===== src/rtl/render_regs_if.sv =====
// Avalon-MM bus bundle between the host/test-driver master and render_regs.
// The master modport drives requests; the slave modport answers with
// read data and waitrequest.
interface render_regs_if;
    logic [3:0]  slave_address;
    logic        slave_read;
    logic        slave_write;
    logic [31:0] slave_writedata;
    logic [31:0] slave_readdata;
    logic        slave_waitrequest;

    modport master (
        output slave_address,
        output slave_read,
        output slave_write,
        output slave_writedata,
        input  slave_readdata,
        input  slave_waitrequest
    );

    modport slave (
        input  slave_address,
        input  slave_read,
        input  slave_write,
        input  slave_writedata,
        output slave_readdata,
        output slave_waitrequest
    );
endinterface


===== src/rtl/render_regs.sv =====
// render_regs: Avalon-MM register front-end of the renderer.
// Latches X/Y/TEXTURE, hands one draw command at a time to the drawing
// engine over cmd_valid/cmd_ready, and stalls the bus with waitrequest
// until the engine pulses draw_done.
// Optional feature: define RENDER_REGS_IRQ_EN to add the draw-complete
// interrupt (irq port, pending flop, STATUS bit1, IRQ_CLR at address 7).
module render_regs #(
    parameter int X_MAX = 319,
    parameter int Y_MAX = 239
) (
    input  logic                clk,
    input  logic                rst_n,
    render_regs_if.slave        bus,
    output logic                cmd_valid,
    input  logic                cmd_ready,
    output logic [8:0]          cmd_x,
    output logic [7:0]          cmd_y,
    output logic [6:0]          cmd_texture,
    input  logic                draw_done
`ifdef RENDER_REGS_IRQ_EN
    ,
    output logic                irq
`endif
);

    localparam logic [3:0] A_STATUS  = 4'd0;
    localparam logic [3:0] A_X       = 4'd1;
    localparam logic [3:0] A_Y       = 4'd2;
    localparam logic [3:0] A_TEXTURE = 4'd4;
    localparam logic [3:0] A_PLOT    = 4'd6;
`ifdef RENDER_REGS_IRQ_EN
    localparam logic [3:0] A_IRQ_CLR = 4'd7;
`endif

    localparam logic [31:0] X_MAX_W = 32'(X_MAX);
    localparam logic [31:0] Y_MAX_W = 32'(Y_MAX);

    typedef enum logic [1:0] {
        ST_IDLE,
        ST_ISSUE,
        ST_WAIT_DONE
    } state_t;

    state_t      state;
    logic        busy;
    logic        wait_req;
    logic        wr_acc;
    logic        plot_wr;
    logic        rd_phase;
    logic [31:0] rdata_q;
    logic [31:0] rd_mux;
    logic [15:0] plot_cnt;
    logic [8:0]  x_q;
    logic [7:0]  y_q;
    logic [6:0]  tex_q;
    logic        irq_bit;

    // Saturate a full 32-bit unsigned write value to the legal x range.
    function automatic logic [8:0] clamp_x(input logic [31:0] wd);
        if (wd > X_MAX_W)
            return X_MAX_W[8:0];
        else
            return wd[8:0];
    endfunction

    // Saturate a full 32-bit unsigned write value to the legal y range.
    function automatic logic [7:0] clamp_y(input logic [31:0] wd);
        if (wd > Y_MAX_W)
            return Y_MAX_W[7:0];
        else
            return wd[7:0];
    endfunction

    // A read first spends one stalled cycle loading rdata_q; busy stalls everything.
    assign busy     = (state != ST_IDLE);
    assign wait_req = busy | (bus.slave_read & ~rd_phase);
    assign wr_acc   = bus.slave_write & ~wait_req;
    assign plot_wr  = wr_acc & (bus.slave_address == A_PLOT);

    assign bus.slave_waitrequest = wait_req;
    assign bus.slave_readdata    = rdata_q;

    // Command fields are the live registers; writes cannot reach them while busy.
    assign cmd_x       = x_q;
    assign cmd_y       = y_q;
    assign cmd_texture = tex_q;

    // Draw-command sequencer with registered cmd_valid and the plot counter.
    always_ff @(posedge clk or negedge rst_n) begin
        if (!rst_n) begin
            state     <= ST_IDLE;
            cmd_valid <= 1'b0;
            plot_cnt  <= 16'd0;
        end else begin
            case (state)
                ST_IDLE: begin
                    if (plot_wr) begin
                        state     <= ST_ISSUE;
                        cmd_valid <= 1'b1;
                    end
                end
                ST_ISSUE: begin
                    // draw_done without the handshake belongs to nothing and is dropped
                    if (cmd_ready) begin
                        cmd_valid <= 1'b0;
                        plot_cnt  <= plot_cnt + 16'd1;
                        state     <= draw_done ? ST_IDLE : ST_WAIT_DONE;
                    end
                end
                ST_WAIT_DONE: begin
                    if (draw_done)
                        state <= ST_IDLE;
                end
                default: begin
                    state     <= ST_IDLE;
                    cmd_valid <= 1'b0;
                end
            endcase
        end
    end

    // Parameter registers: clamped coordinates and texture code.
    always_ff @(posedge clk or negedge rst_n) begin
        if (!rst_n) begin
            x_q   <= 9'd0;
            y_q   <= 8'd0;
            tex_q <= 7'd0;
        end else if (wr_acc) begin
            case (bus.slave_address)
                A_X:       x_q   <= clamp_x(bus.slave_writedata);
                A_Y:       y_q   <= clamp_y(bus.slave_writedata);
                A_TEXTURE: tex_q <= bus.slave_writedata[6:0];
                default:   ;
            endcase
        end
    end

`ifdef RENDER_REGS_IRQ_EN
    logic irq_q;
    logic done_evt;
    logic irq_clr_wr;

    assign done_evt   = ((state == ST_ISSUE) & cmd_ready & draw_done) |
                        ((state == ST_WAIT_DONE) & draw_done);
    assign irq_clr_wr = wr_acc & (bus.slave_address == A_IRQ_CLR);

    // Interrupt pending flop: set on return to IDLE, clear wins only without a set.
    always_ff @(posedge clk or negedge rst_n) begin
        if (!rst_n)
            irq_q <= 1'b0;
        else if (done_evt)
            irq_q <= 1'b1;
        else if (irq_clr_wr)
            irq_q <= 1'b0;
    end

    assign irq     = irq_q;
    assign irq_bit = irq_q;
`else
    assign irq_bit = 1'b0;
`endif

    // Read-data selection for the register map; holes read as zero.
    always_comb begin
        rd_mux = 32'd0;
        case (bus.slave_address)
            A_STATUS:  rd_mux = {plot_cnt, 14'd0, irq_bit, busy};
            A_X:       rd_mux = {23'd0, x_q};
            A_Y:       rd_mux = {24'd0, y_q};
            A_TEXTURE: rd_mux = {25'd0, tex_q};
            default:   rd_mux = 32'd0;
        endcase
    end

    // Two-cycle read: capture data while stalled, release it the next cycle.
    always_ff @(posedge clk or negedge rst_n) begin
        if (!rst_n) begin
            rd_phase <= 1'b0;
            rdata_q  <= 32'd0;
        end else if (rd_phase) begin
            rd_phase <= 1'b0;
        end else if (bus.slave_read && !busy) begin
            rdata_q  <= rd_mux;
            rd_phase <= 1'b1;
        end
    end

endmodule


===== src/flat_wrapper.sv =====
// flat-port wrapper written by rule: the top's interface ports become plain ports
module render_regs_flat 
#(
    parameter int X_MAX = 319,
    parameter int Y_MAX = 239
)
  (clk, rst_n, cmd_valid, cmd_ready, cmd_x, cmd_y, cmd_texture, draw_done, bus_slave_address, bus_slave_read, bus_slave_write, bus_slave_writedata, bus_slave_readdata, bus_slave_waitrequest);
  render_regs_if bus_i ();
  input  logic clk;
  input  logic rst_n;
  output logic cmd_valid;
  input  logic cmd_ready;
  output logic [8:0] cmd_x;
  output logic [7:0] cmd_y;
  output logic [6:0] cmd_texture;
  input  logic draw_done;
  input wire logic [$bits(bus_i.slave_address)-1:0] bus_slave_address;
  input wire logic [$bits(bus_i.slave_read)-1:0] bus_slave_read;
  input wire logic [$bits(bus_i.slave_write)-1:0] bus_slave_write;
  input wire logic [$bits(bus_i.slave_writedata)-1:0] bus_slave_writedata;
  output wire logic [$bits(bus_i.slave_readdata)-1:0] bus_slave_readdata;
  output wire logic [$bits(bus_i.slave_waitrequest)-1:0] bus_slave_waitrequest;
  assign bus_i.slave_address = bus_slave_address;
  assign bus_i.slave_read = bus_slave_read;
  assign bus_i.slave_write = bus_slave_write;
  assign bus_i.slave_writedata = bus_slave_writedata;
  assign bus_slave_readdata = bus_i.slave_readdata;
  assign bus_slave_waitrequest = bus_i.slave_waitrequest;
  render_regs #(.X_MAX(X_MAX), .Y_MAX(Y_MAX)) u_core (.clk(clk), .rst_n(rst_n), .bus(bus_i), .cmd_valid(cmd_valid), .cmd_ready(cmd_ready), .cmd_x(cmd_x), .cmd_y(cmd_y), .cmd_texture(cmd_texture), .draw_done(draw_done));
endmodule

===== config.mk =====
export PLATFORM = sky130hd
export DESIGN_NAME = render_regs_flat
export DESIGN_NICKNAME = d
export VERILOG_FILES = /design/src/rtl/render_regs_if.sv /design/src/rtl/render_regs.sv /design/src/flat_wrapper.sv
export SDC_FILE = /design/constraint.sdc
export NUM_CORES = 1
export LEC_CHECK = 0
export BUFFER_PORTS_ARGS = -buffer_cell sky130_fd_sc_hd__buf_2
export CORE_ASPECT_RATIO = 0.6
export CORE_MARGIN = 3
export CORE_UTILIZATION = 40
export DETAILED_ROUTE_END_ITERATION = 16
export HOLD_SLACK_MARGIN = 0.03
export PLACE_DENSITY = 0.68
export SKIP_LAST_GASP = 1
export SLEW_MARGIN = 20
export SYNTH_ARGS = -nofsm -noshare
export SYNTH_HDL_FRONTEND = slang
export SYNTH_SLANG_ARGS = --single-unit
export TNS_END_PERCENT = 1

===== constraint.sdc =====
create_clock -name clk -period 2.25 [get_ports clk]
set_input_delay 0.5625 -clock clk [delete_from_list [all_inputs] [get_ports clk]]
set_output_delay 0.5625 -clock clk [all_outputs]
set_load 0.02 [all_outputs]

==> results of run 1 <==
[worst paths after layout]
check / slack [ps] / startpoint / to / cells after the start
setup / recovery: 220 / u_core.state[1]$_DFFE_PN0P_ / bus_slave_waitrequest / 3
hold / removal: 250 / rst_n / u_core.bus.slave_readdata[26]$_DFFE_PN0P_ / 2
setup reg to reg: 410 / u_core.state[1]$_DFFE_PN0P_ / u_core.bus.slave_readdata[7]$_DFFE_PN0P_ / 4
hold reg to reg: 480 / u_core.bus.slave_readdata[0]$_DFFE_PN0P_ / u_core.bus.slave_readdata[0]$_DFFE_PN0P_ / 2
max in group asynchronous: 1720 / rst_n / u_core.cmd_x[1]$_DFFE_PN0P_ / 2
min in group clk: 370 / draw_done / u_core.state[1]$_DFFE_PN0P_ / 2
[area by class of cell]
| cell class | count | share of cell area [%] |
|---|---|---|
| clock buffer | 11 | 6.09 |
| clock inverter | 5 | 1.51 |
| inverter | 5 | 0.471 |
| multi-input combinational | 193 | 31.3 |
| sequential | 69 | 43.3 |
| tap | 104 | 3.26 |
| timing repair buffer | 104 | 14.1 |
[synthesized netlist by cell type, drive strengths merged, types with 3 or more instances]
master | number | area, um^2
xnor2 | 9 | 78.8
nor4b | 3 | 47.5
inv | 5 | 18.8
nand2 | 27 | 104
xor2 | 6 | 52.6
a22oi | 6 | 45.0
a22o | 27 | 236
nor4 | 6 | 37.5
nor3 | 10 | 55.1
nor2 | 32 | 123
mux2 | 8 | 90.1
nand3 | 5 | 25.0
nand4 | 5 | 43.8
a21oi | 14 | 70.1
dfrtp | 69 | 1730
o21ai | 5 | 25.0
nand2b | 4 | 25.0
and2 | 4 | 25.0
buf | 16 | 103
[flip-flops by register name (all words and copies together) (netlist names)]
signal and flops:
u_core.cmd_x 9, u_core.bus.slave_readdata 25, u_core.rd_phase 1, u_core.cmd_texture 7, u_core.state 2, u_core.plot_cnt 16
u_core.cmd_y 8, u_core.cmd_valid 1
[worst reg2reg max path, cell delays in order, from the launching register on]
cell	delay, ps
sky130_fd_sc_hd__dfrtp_1	420
sky130_fd_sc_hd__nor2_1	430
sky130_fd_sc_hd__nand2b_1	260
sky130_fd_sc_hd__nor3_2	450
sky130_fd_sc_hd__a22o_1	200
[metrics by stage]
step	cells	worst slack, ps
6_report	491	220
3_3_place_gp	475	319
3_5_place_dp	475	259
5_1_grt	491	81.8
4_1_cts	491	173
2_1_floorplan	285	404
[kinds of logic (layout without fill, tap and decap cells)]
| group | Yosys count | in the layout | synth area share, % |
|---|---|---|---|
| AO/OA/AOI/OAI | 56 | 56 | 13.4 |
| flip-flops | 69 | 69 | 56.2 |
| AND/OR/NAND/NOR | 105 | 105 | 18.1 |
| buffers and inverters | 23 | 125 | 4.19 |
| other | 1 | 7 | 0.122 |
| multiplexers | 8 | 8 | 2.93 |
| adder cells (fa/ha/maj) | 2 | 2 | 0.733 |
| XOR/XNOR | 15 | 15 | 4.28 |
[power by group through the flow]
stage               clock network (mW)  logic [mW]  registers, mW
finish                            1.42       0.585           1.50
global route                      1.49       0.639           1.52
CTS                               1.44       0.594           1.50
detailed placement                   0       0.591           1.52
global placement                     0       0.579           1.52
floorplan                            0       0.208           1.63
[per-layer routing]
| layer | vias up | track usage, % | part of all wire (%) |
|---|---|---|---|
| met5 | - | 0 | 0 |
| met4 | 0 | 4.88 | 0.41 |
| met3 | 5 | 5.69 | 6.8 |
| met2 | 75 | 26.0 | 43 |
| met1 | 1200 | 27.7 | 50 |
| li1 | 1200 | - | - |
==> flow_summary_export.csv, run 1 <==
group,metric,value,unit
layout,layout.cells.most_common_list,"92 x sky130_fd_sc_hd__buf_2, 69 x sky130_fd_sc_hd__dfrtp_1, 31 x sky130_fd_sc_hd__nor2_1, 27 x sky130_fd_sc_hd__a22o_1, 26 x sky130_fd_sc_hd__nand2_1",
setup_path,endpoint_kind,"output pin",
cts,numClockSinks,69,
cts,worst_skew_pair.late_latency,330,ps
die,die-area,0.00880,mm^2
synth,postSynthAreaPerCell,11.0,um^2
job,timing.max_cap.violations,0,
setup_path,critPathMaxStageDelay,430,ps
drt,number_of_design_rule_violations_left_after_detail_routing,0,
synth,synth_async_sr_flop_share,100,%
setup_path,critical_path_peak_fanout,8,
power,combinationalPowerShare,16.7,%
timing,post_route_hold_slack,251,ps
power,power_switching_share,29.2,%
timing,timing.slew.headroom,65.7,%
layout,area.sequential,0.00173,mm^2
layout,multiInputGateArea,0.00125,mm^2
cts,cts_buffer_depth,2,
cts,cts.clk_slew.worst_paths,60,ps
timing,finalCritPeriodShare,90.2,%
timing,finalHoldViolCount,0,
setup_path,cpLargestDelayFamily,"simple AND/OR/NAND/NOR gates",
timing,setup_tns,0,ps
timing,fmax,0.493,GHz
timing,worst_slew_pin_slew,512,ps
power,share_seq_of_total_power,42.9,%
cts,clock_tree_from_tritoncts,"done",
synth,ys_seq_area_share,56.2,%
global_routing,grt_start_max_net_pins,70,
layout,design.final.nets,425,
synth,synth-main-ff-cell,"sky130_fd_sc_hd__dfrtp_1",
power,power.switching,1.02,mW
synth,post_synth_num_cell_types,41,
layout,n_fill_cell,660,
power,fin_total_pwr,3.50,mW
setup_path,worstPathRequired,1690,ps
synth,synth_warnings,0,
synth,synth_enable_flop_cells,0,
setup_path,worst_ep_arrival_time,1470,ps
timing,timing_max_transition_violations_final,0,
cts,post_cts_buffers,0,
global_routing,grt_overflow,0,
place,detailed_place_hpwl,5.99,mm
layout,final_common_cell,"sky130_fd_sc_hd__buf_2",
setup_path,setup.worst_path.start_class,"flop",
die,core,0.00736,mm^2
cts,numCtsBuffers,9,
die,die_y,73.9,um
cts,postCtsResizedCells,0,
timing,period_minus_slack,2030,ps
global_routing,track_usage,18.6,%
die,ioPinCount,100,
timing,unrepaired_setup_endpoints_after_global_routing,"false",
setup_path,critical_path.cell_chain,"nor2_1 -> nand2_1 -> buf_2",
drt,first_pass_iters,6,
drt,wire_per_inst,16.4,um
setup_path,crit_slowest_cell,"sky130_fd_sc_hd__nor2_1",
layout,drive_above_1_share,34.9,%
global_routing,antenna_found_initial,0,
die,die_width,119,um
synth,netlist_instances,279,
die,floorplan.rows,24,
outcome,outcome,"finished clean",
timing,clock_skew,7.20,ps
layout,antenna_cells,0,
synth,ys_seq_elements,69,
power,static-leakage-power,2.02,nW
place,portBuffers,92,
drt,drtAntennaViolNets,0,
drt,first_iter_violations,137,
power,irDropWorstVdd,373,uV
cts,root_buffer,"sky130_fd_sc_hd__clkbuf_16",
setup_path,criticalPathCategory,"reg2out",
place,placed_cell_area,0.00368,mm^2
timing,timing.final.setup_violations,0,
drt,vias,2480,
drt,total_wirelength,8.04,mm
layout,fin_util,54.2,%
synth,syn_area,0.00307,mm^2
setup_path,crit_buf_inv,1,
power,clock_power_share,40.4,%
worst_hold_path,hold_class,"in2async",
cts,cts.htree.levels,3,
cts,post_cts_hold_buffer_count,0,
layout,finalInstanceArea,0.00399,mm^2
layout,area_delta_synth_final,29.8,%
power,power.density_cell_area,879,mW/mm^2
place,finalWeightedCongestion,0.869,
die,initial_core_util,41.8,%
drt,routed_via_density,5.05,
global_routing,grt_pass1_vias,2391,
global_routing,grt_first_pass_wirelength,12.7,mm
power,cell_internal_pwr,2.48,mW
Note: power is estimated with default switching activity, not from simulation.
==> run 2: changes to the inputs <==
--- a/config.mk
+++ b/config.mk
@@ -5,6 +5,7 @@
 export SDC_FILE = /design/constraint.sdc
 export NUM_CORES = 1
 export LEC_CHECK = 0
+export ABC_CLOCK_PERIOD_IN_PS = 2300
 export BUFFER_PORTS_ARGS = -buffer_cell sky130_fd_sc_hd__buf_2
 export CORE_ASPECT_RATIO = 0.6
 export CORE_MARGIN = 3
==> constraint.sdc (replaced) <==
create_clock -name clk -period 2.3 [get_ports clk]
set_input_delay 0.575 -clock clk [delete_from_list [all_inputs] [get_ports clk]]
set_output_delay 0.575 -clock clk [all_outputs]
set_load 0.02 [all_outputs]
==> run 2 against run 1 <==
Against the previous run: critical path depth is the same; design area decreased by 0.91%; total power shrank 6.5%; clock power decreased by 13%; largest power group unchanged; via count about the same; sequential share of layout area grew 0.40 points.
==> flow_summary_export.csv, run 2 (synthesis gave the netlist of run 1 again) <==
group,metric,value,unit
cts,worst_skew_pair.late_latency,330,ps
die,die-area,0.00880,mm^2
outcome,outcome,"finished clean",
power,fin_total_pwr,3.28,mW
place,post_placement_worst_setup_slack,328,ps
drt,wire_per_inst,16.2,um
cts,clock_tree_from_tritoncts,"done",
layout,drive_above_1_share,34.5,%
cts,cts.clk_slew.worst_paths,50,ps
place,placed_cell_area,0.00368,mm^2
timing,finalHoldViolCount,0,
timing,period_minus_slack,2080,ps
drt,first_pass_iters,4,
drt,total_wirelength,7.93,mm
drt,first_iter_violations,227,
cts,cts.htree.levels,3,
worst_hold_path,hold_class,"in2async",
timing,setup_ws,222,ps
setup_path,worst_ep_arrival_time,1500,ps
layout,final_common_cell,"sky130_fd_sc_hd__buf_2",
drt,vias,2481,
power,static-leakage-power,2.01,nW
timing,timing_max_transition_violations_final,0,
global_routing,grt_pass1_vias,2319,
setup_path,worst-r2r-cell-count,4,
global_routing,grt_overflow,0,
timing,unrepaired_setup_endpoints_after_global_routing,"false",
timing,finalCritPeriodShare,90.4,%
job,timing.max_cap.violations,0,
die,die_y,73.9,um
setup_path,crit_slowest_cell,"sky130_fd_sc_hd__nor2_1",
cts,cts_buffer_depth,2,
timing,post_route_hold_slack,265,ps
global_routing,track_usage,18.7,%
cts,post_cts_hold_buffer_count,0,
timing,setup_tns,0,ps
layout,largest_register_ffs,25,
drt,number_of_design_rule_violations_left_after_detail_routing,0,
global_routing,grt_first_pass_wirelength,12.5,mm
layout,multiInputGateArea,0.00125,mm^2
setup_path,criticalPathCategory,"reg2out",
setup_path,endpoint_kind,"output pin",
timing,timing.slew.headroom,62.1,%
die,floorplan.rows,24,
layout,finalInstanceArea,0.00395,mm^2
cts,postCtsResizedCells,0,
timing,worst_slew_pin_slew,567,ps
layout,antenna_cells,0,
setup_path,critical_path_peak_fanout,8,
power,power.density_cell_area,829,mW/mm^2
global_routing,antenna_found_initial,0,
layout,layout.cells.most_common_list,"92 x sky130_fd_sc_hd__buf_2, 69 x sky130_fd_sc_hd__dfrtp_1, 31 x sky130_fd_sc_hd__nor2_1, 27 x sky130_fd_sc_hd__a22o_1, 26 x sky130_fd_sc_hd__nand2_1",
place,finalWeightedCongestion,0.826,
die,ioPinCount,100,
layout,design.final.nets,425,
setup_path,critPathMaxStageDelay,480,ps
setup_path,setup.worst_path.start_class,"flop",
place,detailed_place_hpwl,5.94,mm
power,irDropWorstVdd,525,uV
setup_path,worstPathRequired,1730,ps
layout,area_delta_synth_final,28.6,%
die,initial_core_util,41.8,%
drt,routed_via_density,5.07,
timing,timing.final.setup_violations,0,
die,core,0.00736,mm^2
drt,drtAntennaViolNets,0,
layout,area.sequential,0.00173,mm^2
cts,numClockSinks,69,
setup_path,register_to_register_setup_slack,390,ps
die,die_width,119,um
layout,n_fill_cell,666,
cts,post_cts_buffers,0,
global_routing,grt_start_max_net_pins,70,
setup_path,worst_r2r_startpoint,"u_core.state[1]$_DFFE_PN0P_",
place,portBuffers,92,
timing,clock_skew,6.19,ps
cts,root_buffer,"sky130_fd_sc_hd__clkbuf_16",
setup_path,critical_path.cell_chain,"nor2_1 -> nand2_1 -> buf_2",
cts,numCtsBuffers,9,
setup_path,capture_point_of_the_worst_reg_to_reg_path,"u_core.bus.slave_readdata[3]$_DFFE_PN0P_",
timing,fmax,0.481,GHz
[run 2: how the worst max path moves through the flow]
stage / depth (start not counted) / start / slack [ps] / end
final: 3 / u_core.state[1]$_DFFE_PN0P_ / 220 / bus_slave_waitrequest
after global routing: 3 / u_core.state[1]$_DFFE_PN0P_ / 140 / bus_slave_waitrequest
after CTS: 3 / u_core.state[1]$_DFFE_PN0P_ / 220 / bus_slave_waitrequest
after detailed placement: 5 / bus_slave_address[2] / 330 / u_core.cmd_x[6]$_DFFE_PN0P_
after global placement: 5 / bus_slave_address[1] / 390 / u_core.cmd_x[6]$_DFFE_PN0P_
after floorplan: 5 / bus_slave_address[2] / 440 / u_core.cmd_x[6]$_DFFE_PN0P_
[run 2: area by class of cell]
cell class	instances	area share, %
flip-flops and latches	69	43.7
multi-input cells	193	31.5
repair buffers	104	14.2
clock buffers	12	6.49
well taps	104	3.29
inverters	5	0.475
clock inverters	2	0.253
[run 2: power breakdown]
group	internal [mW]	total, mW	switching [mW]
clock network	0.771	1.24	0.467
logic	0.212	0.569	0.357
registers	1.35	1.47	0.122
total	2.33	3.28	0.946
[run 2: stage by stage]
stage | utilization [%] | cells
3_5_place_dp | 50.1 | 475
3_3_place_gp | 50.1 | 475
5_1_grt | 53.7 | 489
4_1_cts | 53.7 | 489
6_report | 53.7 | 489
2_1_floorplan | - | 285
[run 2: layer usage]
layer | vias up | GRT usage (%) | part of all wire [%]
met3 | 9 | 5.69 | 5.9
met2 | 77 | 25.1 | 42
met1 | 1197 | 28.3 | 51
met5 | - | 0 | 0
li1 | 1198 | - | -
met4 | 0 | 6.16 | 0.84
[run 2: worst max-delay path: cells and delay by family (launching register included)]
family,cells,cell delay (ps)
DFF,1,420
buffers and inverters,1,180
and+or+nand+nor,2,590
==> run 3: changes to the inputs <==
--- a/config.mk
+++ b/config.mk
@@ -5,7 +5,7 @@
 export SDC_FILE = /design/constraint.sdc
 export NUM_CORES = 1
 export LEC_CHECK = 0
-export ABC_CLOCK_PERIOD_IN_PS = 2300
+export ABC_CLOCK_PERIOD_IN_PS = 2050
 export BUFFER_PORTS_ARGS = -buffer_cell sky130_fd_sc_hd__buf_2
 export CORE_ASPECT_RATIO = 0.6
 export CORE_MARGIN = 3
==> constraint.sdc (replaced) <==
create_clock -name clk -period 2.05 [get_ports clk]
set_input_delay 0.5125 -clock clk [delete_from_list [all_inputs] [get_ports clk]]
set_output_delay 0.5125 -clock clk [all_outputs]
set_load 0.02 [all_outputs]
==> run 3 against run 2 <==
Against the previous run: non-clock buffer count grew 1; global-route usage shrank 0.71 points; clock-buffer cell count shrank 2; clock power grew 44%; setup slack gained 80 ps; critical endpoint unchanged; total power grew 24%.
==> flow_summary_export.csv, run 3 (synthesis gave the netlist of run 1 again) <==
group,metric,value,unit
outcome,outcome,"finished clean",
worst_hold_path,hold_class,"in2async",
setup_path,worst-r2r-cell-count,4,
job,timing.max_cap.violations,0,
cts,cts.clk_slew.worst_paths,50,ps
drt,vias,2462,
die,ioPinCount,100,
cts,cts_buffer_depth,2,
cts,root_buffer,"sky130_fd_sc_hd__clkbuf_16",
global_routing,grt_start_max_net_pins,70,
setup_path,worst_ep_arrival_time,1240,ps
power,irDropWorstVdd,602,uV
setup_path,endpoint_kind,"output pin",
global_routing,grt_pass1_vias,2341,
layout,multiInputGateArea,0.00125,mm^2
setup_path,critical_path_peak_fanout,8,
place,finalWeightedCongestion,0.856,
timing,finalHoldViolCount,0,
setup_path,setup.worst_path.start_class,"flop",
cts,numClockSinks,69,
timing,timing_max_transition_violations_final,0,
die,core,0.00736,mm^2
setup_path,worstPathRequired,1540,ps
cts,post_cts_buffers,0,
power,power_switching_share,27.1,%
drt,routed_via_density,5.00,
cts,cts.htree.levels,3,
global_routing,grt_first_pass_wirelength,12.1,mm
layout,layout.cells.most_common_list,"92 x sky130_fd_sc_hd__buf_2, 69 x sky130_fd_sc_hd__dfrtp_1, 31 x sky130_fd_sc_hd__nor2_1, 27 x sky130_fd_sc_hd__a22o_1, 26 x sky130_fd_sc_hd__nand2_1",
timing,timing.final.setup_violations,0,
drt,first_iter_violations,151,
power,power.density_cell_area,1010,mW/mm^2
place,detailed_place_hpwl,5.76,mm
layout,final_common_cell,"sky130_fd_sc_hd__buf_2",
timing,clock_skew,6.25,ps
power,power.switching,1.10,mW
timing,setup_ws,302,ps
cts,post_cts_hold_buffer_count,0,
timing,fmax,0.572,GHz
timing,setup_tns,0,ps
cts,postCtsResizedCells,0,
drt,number_of_design_rule_violations_left_after_detail_routing,0,
layout,design.final.nets,426,
setup_path,criticalPathCategory,"reg2out",
die,die_y,73.9,um
place,post_placement_worst_setup_slack,176,ps
cts,numCtsBuffers,9,
place,placed_cell_area,0.00369,mm^2
global_routing,grt_overflow,0,
layout,n_fill_cell,676,
power,fin_total_pwr,4.07,mW
power,static-leakage-power,2.05,nW
die,die_width,119,um
layout,drive_above_1_share,35.3,%
drt,drtAntennaViolNets,0,
die,die-area,0.00880,mm^2
power,combinationalPowerShare,15.8,%
die,initial_core_util,41.8,%
power,clock_power_share,43.7,%
global_routing,track_usage,18.0,%
power,cell_internal_pwr,2.97,mW
drt,first_pass_iters,5,
cts,worst_skew_pair.late_latency,330,ps
layout,antenna_cells,0,
place,portBuffers,92,
drt,wire_per_inst,15.6,um
die,floorplan.rows,24,
timing,unrepaired_setup_endpoints_after_global_routing,"false",
layout,fin_util,54.9,%
drt,total_wirelength,7.67,mm
timing,finalCritPeriodShare,85.3,%
layout,largest_register_ffs,25,
cts,clock_tree_from_tritoncts,"done",
layout,area_delta_synth_final,31.5,%
layout,area.sequential,0.00173,mm^2
layout,finalInstanceArea,0.00404,mm^2
timing,period_minus_slack,1750,ps
power,share_seq_of_total_power,40.5,%
global_routing,antenna_found_initial,0,
## run 3: cell types whose count changed in the layout (fill, tap and decap cells not counted), sizes merged
cell and delta:
buf +1, bufinv +3, clkbuf -2, clkinv -1, clkinvlp +2
## run 3: metrics by stage
step | hold WS [ps] | std cells
after floorplan | 217 | 285
after CTS | 210 | 492
after detailed placement | 465 | 476
after global placement | 457 | 476
final | 195 | 492
after global routing | 210 | 492
## run 3: layer usage
metal  up-vias  track usage, %  wire [um]
met1      1166            26.6       3740
li1       1207               -          -
met4         0            5.39         72
met5         -               0          0
met3        10            5.85        627
met2        79            25.0       3240
## run 3: area by class of cell
class	instances	share of cell area, %
flip-flops and latches	69	42.7
inverters	5	0.464
clock buffers	10	5.91
multi-input cells	193	30.8
well taps	104	3.22
repair buffers	105	14.1
clock inverters	6	2.72
## run 3: power groups by stage
stage | Combinational (mW) | Clock [mW] | Sequential [mW]
after floorplan | 0.228 | 0 | 1.79
after global placement | 0.638 | 0 | 1.67
after detailed placement | 0.648 | 0 | 1.67
after CTS | 0.653 | 1.81 | 1.65
after global routing | 0.707 | 1.88 | 1.67
final | 0.643 | 1.78 | 1.65
## run 3: critical path, stage by stage (launching register included)
cell	delay, ps
sky130_fd_sc_hd__dfrtp_1	420
sky130_fd_sc_hd__nor2_1	120
sky130_fd_sc_hd__buf_4	150
sky130_fd_sc_hd__nand2_1	50
sky130_fd_sc_hd__buf_2	160
## run 3: final timing paths
kind / from / end / slack (ps)
setup / recovery: u_core.state[1]$_DFFE_PN0P_ / bus_slave_waitrequest / 300
hold / removal: rst_n / u_core.bus.slave_readdata[25]$_DFFE_PN0P_ / 200
setup reg to reg: u_core.state[1]$_DFFE_PN0P_ / u_core.plot_cnt[12]$_DFFE_PN0P_ / 460
hold reg to reg: u_core.plot_cnt[15]$_DFFE_PN0P_ / u_core.plot_cnt[15]$_DFFE_PN0P_ / 480
max in group asynchronous: rst_n / u_core.state[1]$_DFFE_PN0P_ / 1560
min in group clk: draw_done / u_core.state[1]$_DFFE_PN0P_ / 330
